[config.mk]
export PLATFORM = sky130hd
export DESIGN_NAME = mem_arbiter
export DESIGN_NICKNAME = d
export VERILOG_FILES = /design/src/rtl/mem_arbiter_pkg.sv /design/src/rtl/wbuf_fifo.sv /design/src/rtl/mem_arbiter.sv
export SDC_FILE = /design/constraint.sdc
export NUM_CORES = 1
export LEC_CHECK = 0
export ABC_AREA = 1
export ABC_CLOCK_PERIOD_IN_PS = 8100
export CAP_MARGIN = 20
export CORE_MARGIN = 2
export CORE_UTILIZATION = 49
export CTS_CLUSTER_SIZE = 12
export DETAILED_ROUTE_END_ITERATION = 8
export PLACE_DENSITY = 0.8
export SLEW_MARGIN = 10
export SYNTH_ARGS = -nofsm -noshare
export SYNTH_HDL_FRONTEND = slang
export SYNTH_SLANG_ARGS = --single-unit
export TNS_END_PERCENT = 100
[constraint.sdc]
create_clock -name clk -period 8.1 [get_ports clk]
set_clock_uncertainty 0.1 [all_clocks]
set_input_delay 0.81 -clock clk [delete_from_list [all_inputs] [get_ports clk]]
set_output_delay 0.81 -clock clk [all_outputs]
set_load 0.02 [all_outputs]
[src/rtl/mem_arbiter_pkg.sv]
// Shared types for the instruction/data memory arbiter.
package mem_arbiter_pkg;

  typedef enum logic [1:0] {
    IDLE        = 2'd0,
    IFETCH_WAIT = 2'd1,
    DREAD_WAIT  = 2'd2
  } state_e;

  // Which requester owns the memory port in the current IDLE cycle.
  typedef enum logic [1:0] {
    GNT_FETCH = 2'd0,
    GNT_WRITE = 2'd1,
    GNT_READ  = 2'd2
  } grant_e;

  typedef struct packed {
    logic [31:0] addr;
    logic [31:0] data;
    logic [3:0]  mask;
  } wentry_t;

  localparam logic [3:0] MASK_ALL = 4'b1111;

endpackage

[src/rtl/wbuf_fifo.sv]
// Posted-write buffer: circular store with an extra wrap bit on each pointer
// so that full and empty are distinguishable without a separate count.
module wbuf_fifo
  import mem_arbiter_pkg::*;
#(
  parameter int DEPTH = 2
) (
  input  logic    clk,
  input  logic    rst,
  input  logic    push_i,
  input  wentry_t entry_i,
  input  logic    pop_i,
  output logic    full_o,
  output logic    empty_o,
  output wentry_t head_o
);

  localparam int AW = $clog2(DEPTH);
  localparam logic [AW:0] PTR_ONE = {{AW{1'b0}}, 1'b1};

  wentry_t     mem_q [DEPTH];
  logic [AW:0] wptr_q, rptr_q;
  logic        push_ok, pop_ok;

  assign empty_o = (wptr_q == rptr_q);
  assign full_o  = (wptr_q[AW-1:0] == rptr_q[AW-1:0]) && (wptr_q[AW] != rptr_q[AW]);
  assign head_o  = mem_q[rptr_q[AW-1:0]];

  // A push into a full buffer is only legal when the head leaves in the same cycle.
  assign push_ok = push_i && (!full_o || pop_i);
  assign pop_ok  = pop_i && !empty_o;

  // Pointer update; reset empties the buffer.
  always_ff @(posedge clk) begin
    if (rst) begin
      wptr_q <= '0;
      rptr_q <= '0;
    end else begin
      if (push_ok) wptr_q <= wptr_q + PTR_ONE;
      if (pop_ok)  rptr_q <= rptr_q + PTR_ONE;
    end
  end

  // Entry storage; contents are don't-care until pointed at.
  always_ff @(posedge clk) begin
    if (!rst && push_ok) mem_q[wptr_q[AW-1:0]] <= entry_i;
  end

endmodule

[src/rtl/mem_arbiter.sv]
// Single-port memory arbiter between instruction fetch, data reads and
// posted data writes. One transaction outstanding at a time.
//
//   state       | meaning
//   IDLE        | presenting a request (write head > data read > fetch)
//   IFETCH_WAIT | fetch accepted, waiting for mem_rvalid
//   DREAD_WAIT  | data read accepted, waiting for mem_rvalid
module mem_arbiter
  import mem_arbiter_pkg::*;
#(
  parameter int STARVE_LIMIT = 4,
  parameter int WBUF_DEPTH   = 2
) (
  input  logic        clk,
  input  logic        rst,
  input  logic [31:0] pc,
  output logic [31:0] instruction,
  output logic        valid,
  input  logic [31:0] address,
  input  logic [31:0] write_data,
  input  logic        write_enable,
  input  logic [3:0]  write_mask,
  input  logic        read_enable,
  output logic [31:0] read_data,
  output logic        read_valid,
  output logic        mem_req,
  output logic        mem_we,
  output logic [31:0] mem_addr,
  output logic [31:0] mem_wdata,
  output logic [3:0]  mem_wmask,
  input  logic        mem_ready,
  input  logic        mem_rvalid,
  input  logic [31:0] mem_rdata,
  output logic        wbuf_overflow
);

  localparam int CW = $clog2(STARVE_LIMIT + 1);
  localparam logic [CW-1:0] LIMIT   = CW'(STARVE_LIMIT);
  localparam logic [CW-1:0] CNT_ONE = CW'(1);

  state_e      state_q, state_d;
  logic [CW-1:0] cnt_q, cnt_d;
  logic [31:0] fetch_pc_q, fetch_pc_d;
  // A presented-but-not-accepted request is frozen so that a late write or
  // pc change cannot alter what the memory sees before it accepts.
  logic        hold_q, hold_d;
  grant_e      hold_gnt_q, hold_gnt_d;
  logic [31:0] hold_addr_q, hold_addr_d;
  logic        ovf_q, ovf_d;

  grant_e      gnt;
  logic [31:0] req_addr;
  logic [CW-1:0] cnt_inc;
  logic        pop, full, empty;
  wentry_t     head, wr_entry;

  assign wr_entry.addr = address;
  assign wr_entry.data = write_data;
  assign wr_entry.mask = write_mask;

  wbuf_fifo #(.DEPTH(WBUF_DEPTH)) u_wbuf (
    .clk     (clk),
    .rst     (rst),
    .push_i  (write_enable),
    .entry_i (wr_entry),
    .pop_i   (pop),
    .full_o  (full),
    .empty_o (empty),
    .head_o  (head)
  );

  assign cnt_inc = (cnt_q == LIMIT) ? cnt_q : cnt_q + CNT_ONE;

  // Grant selection: frozen request first, then starvation override, then priority.
  always_comb begin
    gnt      = GNT_FETCH;
    req_addr = pc;
    if (hold_q)              gnt = hold_gnt_q;
    else if (cnt_q == LIMIT) gnt = GNT_FETCH;
    else if (!empty)         gnt = GNT_WRITE;
    else if (read_enable)    gnt = GNT_READ;
    if (gnt == GNT_WRITE)    req_addr = head.addr;
    else if (hold_q)         req_addr = hold_addr_q;
    else if (gnt == GNT_READ) req_addr = address;
  end

  // Next-state, memory request and response strobes.
  always_comb begin
    state_d     = state_q;
    cnt_d       = cnt_q;
    fetch_pc_d  = fetch_pc_q;
    hold_d      = 1'b0;
    hold_gnt_d  = hold_gnt_q;
    hold_addr_d = hold_addr_q;
    pop         = 1'b0;
    mem_req     = 1'b0;
    mem_we      = 1'b0;
    mem_addr    = '0;
    mem_wdata   = '0;
    mem_wmask   = '0;
    valid       = 1'b0;
    instruction = '0;
    read_valid  = 1'b0;
    read_data   = '0;
    case (state_q)
      IDLE: begin
        mem_req   = 1'b1;
        mem_we    = (gnt == GNT_WRITE);
        mem_addr  = req_addr;
        mem_wdata = (gnt == GNT_WRITE) ? head.data : '0;
        mem_wmask = (gnt == GNT_WRITE) ? head.mask : MASK_ALL;
        if (mem_ready) begin
          case (gnt)
            GNT_WRITE: begin
              pop   = 1'b1;
              cnt_d = cnt_inc;
            end
            GNT_READ: begin
              state_d = DREAD_WAIT;
              cnt_d   = cnt_inc;
            end
            default: begin
              state_d    = IFETCH_WAIT;
              fetch_pc_d = req_addr;
              cnt_d      = '0;
            end
          endcase
        end else begin
          hold_d      = 1'b1;
          hold_gnt_d  = gnt;
          hold_addr_d = req_addr;
        end
      end
      IFETCH_WAIT: begin
        if (mem_rvalid) begin
          state_d = IDLE;
          // A redirected pc makes the returning word stale; drop it.
          if (pc == fetch_pc_q) begin
            valid       = 1'b1;
            instruction = mem_rdata;
          end
        end
      end
      DREAD_WAIT: begin
        if (mem_rvalid) begin
          state_d    = IDLE;
          read_valid = 1'b1;
          read_data  = mem_rdata;
        end
      end
      default: state_d = IDLE;
    endcase
    if (rst) begin
      pop       = 1'b0;
      mem_req   = 1'b0;
      mem_we    = 1'b0;
      mem_addr  = '0;
      mem_wdata = '0;
      mem_wmask = '0;
      valid     = 1'b0;
      instruction = '0;
      read_valid  = 1'b0;
      read_data   = '0;
    end
  end

  assign ovf_d = ovf_q || (write_enable && full && !pop);
  assign wbuf_overflow = ovf_q;

  // State registers; reset abandons any outstanding transaction.
  always_ff @(posedge clk) begin
    if (rst) begin
      state_q     <= IDLE;
      cnt_q       <= '0;
      fetch_pc_q  <= '0;
      hold_q      <= 1'b0;
      hold_gnt_q  <= GNT_FETCH;
      hold_addr_q <= '0;
      ovf_q       <= 1'b0;
    end else begin
      state_q     <= state_d;
      cnt_q       <= cnt_d;
      fetch_pc_q  <= fetch_pc_d;
      hold_q      <= hold_d;
      hold_gnt_q  <= hold_gnt_d;
      hold_addr_q <= hold_addr_d;
      ovf_q       <= ovf_d;
    end
  end

endmodule

==> impl_metrics.env, run 1 <==
export IMPL_synth_area_leader_cell="edfxtp_1"
export IMPL_ys_warn_count=0
export IMPL_yosys_top_cells_count="351 x nand2_1, 154 x inv_1, 136 x edfxtp_1, 117 x nor2_1, 78 x dfxtp_1"
export IMPL_num_rows=53
export IMPL_critPathCaptureType="output port"
export IMPL_finalPower_w=0.003454
export IMPL_ys_seq_area_share_pct=53.82
export IMPL_remaining_drc_errors=0
export IMPL_grt_start_max_net_pins=69
export IMPL_r2r_start="u_wbuf.wptr_q[1]"
export IMPL_seqPwrFrac_pct=39.4
export IMPL_synthesis_nets=1391
export IMPL_switchingPower_w=0.001176
export IMPL_clk_latency_ns=0.50
export IMPL_grt_pass1_vias=8993
export IMPL_rsz0062_at_grt="no"
export IMPL_synth_xor_area_share_pct=1.252
export IMPL_outcome="complete, no violations"
export IMPL_synthMuxAreaShare_pct=0
export IMPL_stdcell_count=1772
export IMPL_synth_compound_area_share_pct=11.56
export IMPL_endpoint="mem_addr[17]"
export IMPL_place_area_sq_um=13310
export IMPL_pwr_share_clk_pct=27.7
export IMPL_synth_top_area_share_pct=38.93
export IMPL_crit_chain="inv_2 -> nand4_1 -> nand2_1 -> inv_1 -> ha_1 -> buf_4 -> inv_2 -> o211ai_1 -> o21ai_1 -> nand2_1 -> nor2_1 -> clkdlybuf4s50_1"
export IMPL_synthArstFlopShare_pct=0
export IMPL_required_ns=7.19
export IMPL_synth_area_leaders="edfxtp_1 39%, dfxtp_1 15%, nand2_1 13%"
export IMPL_syn_cell_area_sq_um=10490
export IMPL_wirelength_mm=29.87
export IMPL_io_buffers=274
export IMPL_fin_crit_sh_pct=61.50
export IMPL_area_growth_pct=33.64
export IMPL_setup_viol=0
export IMPL_relSlewSlack_pct=34.13
export IMPL_hold_class="flip-flop to flip-flop"
export IMPL_critPathMaxStageDelay_ns=0.67
export IMPL_h_tree_depth=1
export IMPL_vias=9331
export IMPL_worst_path_max_fanout=36
export IMPL_cts_buffers=23
export IMPL_crit_slowest_cell="clkdlybuf4s50_1"
export IMPL_final_util_pct=66.69
export IMPL_min_path_cells=2
export IMPL_die_h_um=150.3
export IMPL_grt_usage_pct=25.48
export IMPL_gp_congestion=0.8254
export IMPL_die_w_um=150.3
export IMPL_pwr_share_comb_pct=32.9
export IMPL_dieArea_sq_um=22590
export IMPL_postRouteAntennaNets=0
export IMPL_power_density_nw_per_um2=246.4
export IMPL_dp_hpwl_mm=19.78
export IMPL_worst_ir_drop_vdd_uv=148.5
export IMPL_crit_start="hold_q"
export IMPL_synth_edf_count=136
export IMPL_antenna_found_initial=0
export IMPL_core_area_sq_um=21020
export IMPL_num_antenna_cells=0
export IMPL_synth_top_family_by_area="simple AND/OR/NAND/NOR gates"
export IMPL_cts_tree="yes"
export IMPL_reg2reg_depth=16
export IMPL_p_leak_nw=5.906
export IMPL_synth_ff_latch_count=214
export IMPL_finish_net_count=1628
export IMPL_stdcell_area_sq_um=14020
export IMPL_gr_total_overflow=0
export IMPL_wire_per_inst_um=16.86
export IMPL_power_switching_share_pct=34.06
export IMPL_drt_iter0_drc=750
export IMPL_maxCapViolCount=0
export IMPL_start_util_pct=49.90
export IMPL_max_freq_mhz=200.7
export IMPL_reg2reg_to="u_wbuf.mem_q[1][1]"
export IMPL_grt_first_pass_wirelength_mm=45.26
export IMPL_cts_root_buf="clkbuf_16"
export IMPL_rrSetupSlack_ns=3.26
export IMPL_hold_viol=0
export IMPL_critPathLaunchType="flip-flop"
export IMPL_synthSimpleGateAreaFrac_pct=23.56
export IMPL_ios=275
export IMPL_worstSetupPathType="flip-flop to output port"
export IMPL_cts_resized=0
export IMPL_syn_avg_cell_area_sq_um=8.419
export IMPL_clkSinkCount=214
export IMPL_drive_gt1_share_pct=5.878
export IMPL_syn_inst=1246
export IMPL_tightest_slew_ns=0.9857
export IMPL_post_cts_buffers=0
export IMPL_cts_hold_buf=0
export IMPL_tns_ns=0
export IMPL_cts_path_max_buffers=3
export IMPL_synth_fa_ha_area_share_pct=0.8349
export IMPL_yosysMostFrequentCell="nand2_1"
export IMPL_report_final_slew_viol_count=0
export IMPL_first_pass_iters=5
export IMPL_dpl_cell_count=1731
export IMPL_p_int_w=0.002278
export IMPL_synth_cell_types=33
export IMPL_yosys_most_used_dff="edfxtp_1"
export IMPL_finalCriticalPeriod_ns=4.982
export IMPL_cp_arrival_ns=4.07
export IMPL_path_clk_slew_ns=0.06
export IMPL_viasPerCell=5.266
==> area by class of cell <==
type / instances / area (sq um)
Multi-Input combinational cell: 802 / 3925
Fill cell: 1719 / 7003
Inverter: 156 / 585.6
Tap cell: 275 / 344.1
Clock buffer: 30 / 601.8
Clock inverter: 9 / 67.56
Timing Repair Buffer: 286 / 2848
Sequential cell: 214 / 5647
==> layout by cell type (no fill, tap or decap), types with 2 or more instances in the layout <==
cell type / instances
clkinv_2: 2
ha_1: 7
nand3_2: 3
nor2_2: 2
a21oi_1: 49
nor2_4: 5
xor2_1: 3
inv_1: 152
nor3_1: 4
nand3_1: 54
nand2_1: 351
o21ai_0: 57
dfxtp_1: 77
clkinv_1: 5
buf_4: 10
nand4_1: 4
nor3_2: 30
edfxtp_1: 136
clkdlybuf4s50_1: 273
nand2_2: 2
o21bai_1: 33
clkbuf_16: 23
o211ai_1: 33
o21ai_1: 31
clkbuf_1: 7
xnor2_1: 12
a22oi_1: 2
nor2_1: 116
inv_2: 4
==> state kept, by name (all words and copies together) (netlist names), named ones only <==
signal and count:
wbuf_overflow 1, fetch_pc_q 32, u_wbuf.mem_q 136, hold_gnt_q 2
cnt_q 3, hold_q 1, state_q 2, u_wbuf.wptr_q 2
u_wbuf.rptr_q 2, hold_addr_q 32
==> power groups by stage <==
stage / Clock [W] / Sequential (W) / Combinational [W]
global placement: 0 / 0.00137 / 0.00110
floorplan: 0 / 0.00137 / 0.000706
global route: 0.00101 / 0.00137 / 0.00125
finish: 0.000955 / 0.00136 / 0.00114
detailed placement: 0 / 0.00138 / 0.00112
CTS: 0.000967 / 0.00136 / 0.00113
==> critical path: cells and delay by family, from the launching register on <==
| kind | cells | cell delay (ns) |
|---|---|---|
| adder cells (fa/ha/maj) | 1 | 0.17 |
| AND/OR/NAND/NOR | 4 | 0.68 |
| flip-flops | 1 | 0.33 |
| buffers and inverters | 5 | 2.02 |
| AO/OA/AOI/OAI | 2 | 0.36 |
==> metrics by stage <==
step / hold WS, ns / setup WS, ns
after floorplan: 0.3460 / 1.082
after global placement: 0.3557 / 3.033
after detailed placement: 0.3739 / 2.928
after CTS: 0.3839 / 2.748
after global routing: 0.4006 / 2.890
final: 0.3840 / 3.118
==> cells by family (layout without fill, tap and decap cells) <==
logic type	Yosys count	after routing
xor+xnor	15	15
simple gates	573	573
flops	214	214
fa+ha+maj	7	7
compound gates	207	207
buf+inv	230	481
==> worst min-delay path by stage <==
stage | start | end | slack [ns]
floorplan | u_wbuf.rptr_q[1] | u_wbuf.rptr_q[1] | 0.35
global placement | wbuf_overflow | wbuf_overflow | 0.36
detailed placement | fetch_pc_q[3] | fetch_pc_q[3] | 0.37
CTS | fetch_pc_q[3] | fetch_pc_q[3] | 0.38
global route | fetch_pc_q[8] | fetch_pc_q[8] | 0.40
finish | fetch_pc_q[3] | fetch_pc_q[3] | 0.38
==> routing by layer <==
metal / GRT usage, % / vias up / routed length (um)
met5: 0 / - / 0
met4: 11.13 / 0 / 1176
met3: 6.667 / 90 / 3096
met2: 42.64 / 482 / 14340
met1: 31.07 / 4253 / 11250
li1: - / 4506 / -
(Power assumes the default switching activity.)
==> inputs of run 2 (changes only) <==
ABC_CLOCK_PERIOD_IN_PS = 4800   (was 8100)
clock period = 4.8 ns   (was 8.1 ns; I/O delays follow)
==> impl_metrics.env, run 2 (synthesis gave the netlist of run 1 again) <==
export IMPL_outcome="complete, no violations"
export IMPL_whs_ns=0.3508
export IMPL_post_cts_buffers=0
export IMPL_grt_first_pass_wirelength_mm=45.60
export IMPL_hold_class="flip-flop to flip-flop"
export IMPL_dpl_cell_count=1739
export IMPL_multiInputGateArea_sq_um=3926
export IMPL_remaining_drc_errors=0
export IMPL_tightest_slew_ns=1.046
export IMPL_finalPower_w=0.006027
export IMPL_grt_start_max_net_pins=69
export IMPL_dpl_worst_slack_ns=0.9178
export IMPL_hold_viol=0
export IMPL_cts_root_buf="clkbuf_16"
export IMPL_die_w_um=150.3
export IMPL_cts_tree="yes"
export IMPL_path_delay_family="buffers and inverters"
export IMPL_path_clk_slew_ns=0.06
export IMPL_max_freq_mhz=227.2
export IMPL_drt_iter0_drc=619
export IMPL_critPathBufInv=4
export IMPL_num_rows=53
export IMPL_crit_slowest_cell="clkdlybuf4s50_1"
export IMPL_area_growth_pct=35.14
export IMPL_gp_congestion=0.8303
export IMPL_rsz0062_at_grt="no"
export IMPL_drive_gt1_share_pct=6.698
export IMPL_setup_viol=0
export IMPL_worstSetupPathType="flip-flop to output port"
export IMPL_p_leak_nw=5.989
export IMPL_cts_hold_buf=0
export IMPL_start_util_pct=49.90
export IMPL_relSlewSlack_pct=30.18
export IMPL_wirelength_mm=29.86
export IMPL_finish_net_count=1635
export IMPL_largest_reg_flops=136
export IMPL_postRouteAntennaNets=0
export IMPL_required_ns=4.22
export IMPL_clkSinkCount=214
export IMPL_critPathLaunchType="flip-flop"
export IMPL_cts_resized=0
export IMPL_ios=275
export IMPL_critPathCaptureType="output port"
export IMPL_power_density_nw_per_um2=425.2
export IMPL_finalCriticalPeriod_ns=4.402
export IMPL_grt_pass1_vias=9027
export IMPL_critPathMaxStageDelay_ns=0.67
export IMPL_crit_chain="xor2_1 -> nor2_1 -> inv_1 -> nand3_1 -> nand2_1 -> inv_1 -> ha_1 -> inv_2 -> nand2_1 -> nand3_1 -> o211ai_1 -> o21ai_1 -> nand2_1 -> nor2_1 -> clkdlybuf4s50_1"
export IMPL_clk_latency_ns=0.50
export IMPL_layout_commonest_cell="nand2_1"
export IMPL_first_pass_iters=6
export IMPL_dieArea_sq_um=22590
export IMPL_grt_usage_pct=25.53
export IMPL_stdcell_count=1785
export IMPL_critPathMostFrequentCell="nand2_1"
export IMPL_wire_per_inst_um=16.73
export IMPL_core_area_sq_um=21020
export IMPL_vias=9338
export IMPL_report_final_slew_viol_count=0
export IMPL_worst_ir_drop_vdd_uv=362.7
export IMPL_gr_total_overflow=0
export IMPL_maxCapViolCount=0
export IMPL_cts_path_max_buffers=3
export IMPL_rrSetupSlack_ns=1.08
export IMPL_dp_hpwl_mm=19.62
export IMPL_regArea_sq_um=5647
export IMPL_antenna_found_initial=3
export IMPL_cp_arrival_ns=3.82
export IMPL_worst_slack_ns=0.3978
export IMPL_n_fill_cell=1646
export IMPL_cts_buffers=24
export IMPL_worst_path_max_fanout=33
export IMPL_tns_ns=0
export IMPL_fin_crit_sh_pct=91.71
export IMPL_die_h_um=150.3
export IMPL_h_tree_depth=1
export IMPL_viasPerCell=5.231
export IMPL_io_buffers=274
export IMPL_final_cell_mix="351 x nand2_1, 273 x clkdlybuf4s50_1, 152 x inv_1"
run 2: routing by layer:
metal,up-vias,GRT usage (%),share of wire (%)
met5,-,0,0.044
met4,2,8.255,2.6
met3,66,6.788,11
met2,464,43.98,48
met1,4276,31.18,38
li1,4530,-,-
run 2: worst paths after layout:
path                    start                   to  depth (start not counted)
max          u_wbuf.wptr_q[0]         mem_addr[12]                         15
min             wbuf_overflow        wbuf_overflow                          2
max reg2reg  u_wbuf.wptr_q[0]  u_wbuf.mem_q[1][13]                         16
min reg2reg     wbuf_overflow        wbuf_overflow                          2
run 2: cell type report:
cell class | count | share of cell area, %
antenna | 2 | 0.03530
clock buffer | 35 | 4.819
clock inverter | 9 | 0.6531
inverter | 156 | 4.131
multi-input combinational | 802 | 27.70
sequential | 214 | 39.83
tap | 275 | 2.427
timing repair buffer | 292 | 20.41
run 2: stage by stage:
| stage | area [sq um] | utilization, % |
|---|---|---|
| final | 14180 | 67.44 |
| after global routing | 14170 | 67.42 |
| after CTS | 14170 | 67.41 |
| after detailed placement | 13400 | 63.72 |
| after global placement | 13380 | 63.65 |
| after floorplan | 10500 | - |
run 2: worst reg2reg max path, delay by kind of cell, from the launching register on:
| kind | cells | cell delay, ns |
|---|---|---|
| buffers and inverters | 4 | 1.22 |
| AND/OR/NAND/NOR | 10 | 1.10 |
| flip-flops | 1 | 0.49 |
| adder cells (fa/ha/maj) | 1 | 0.20 |
| XOR/XNOR | 1 | 0.18 |
run 2: power by group:
| part | internal, W | leakage (nW) | switching (W) |
|---|---|---|---|
| Combinational | 0.000736 | 3.72 | 0.00120 |
| Clock | 0.00109 | 0.383 | 0.000707 |
| Sequential | 0.00219 | 1.89 | 0.000107 |
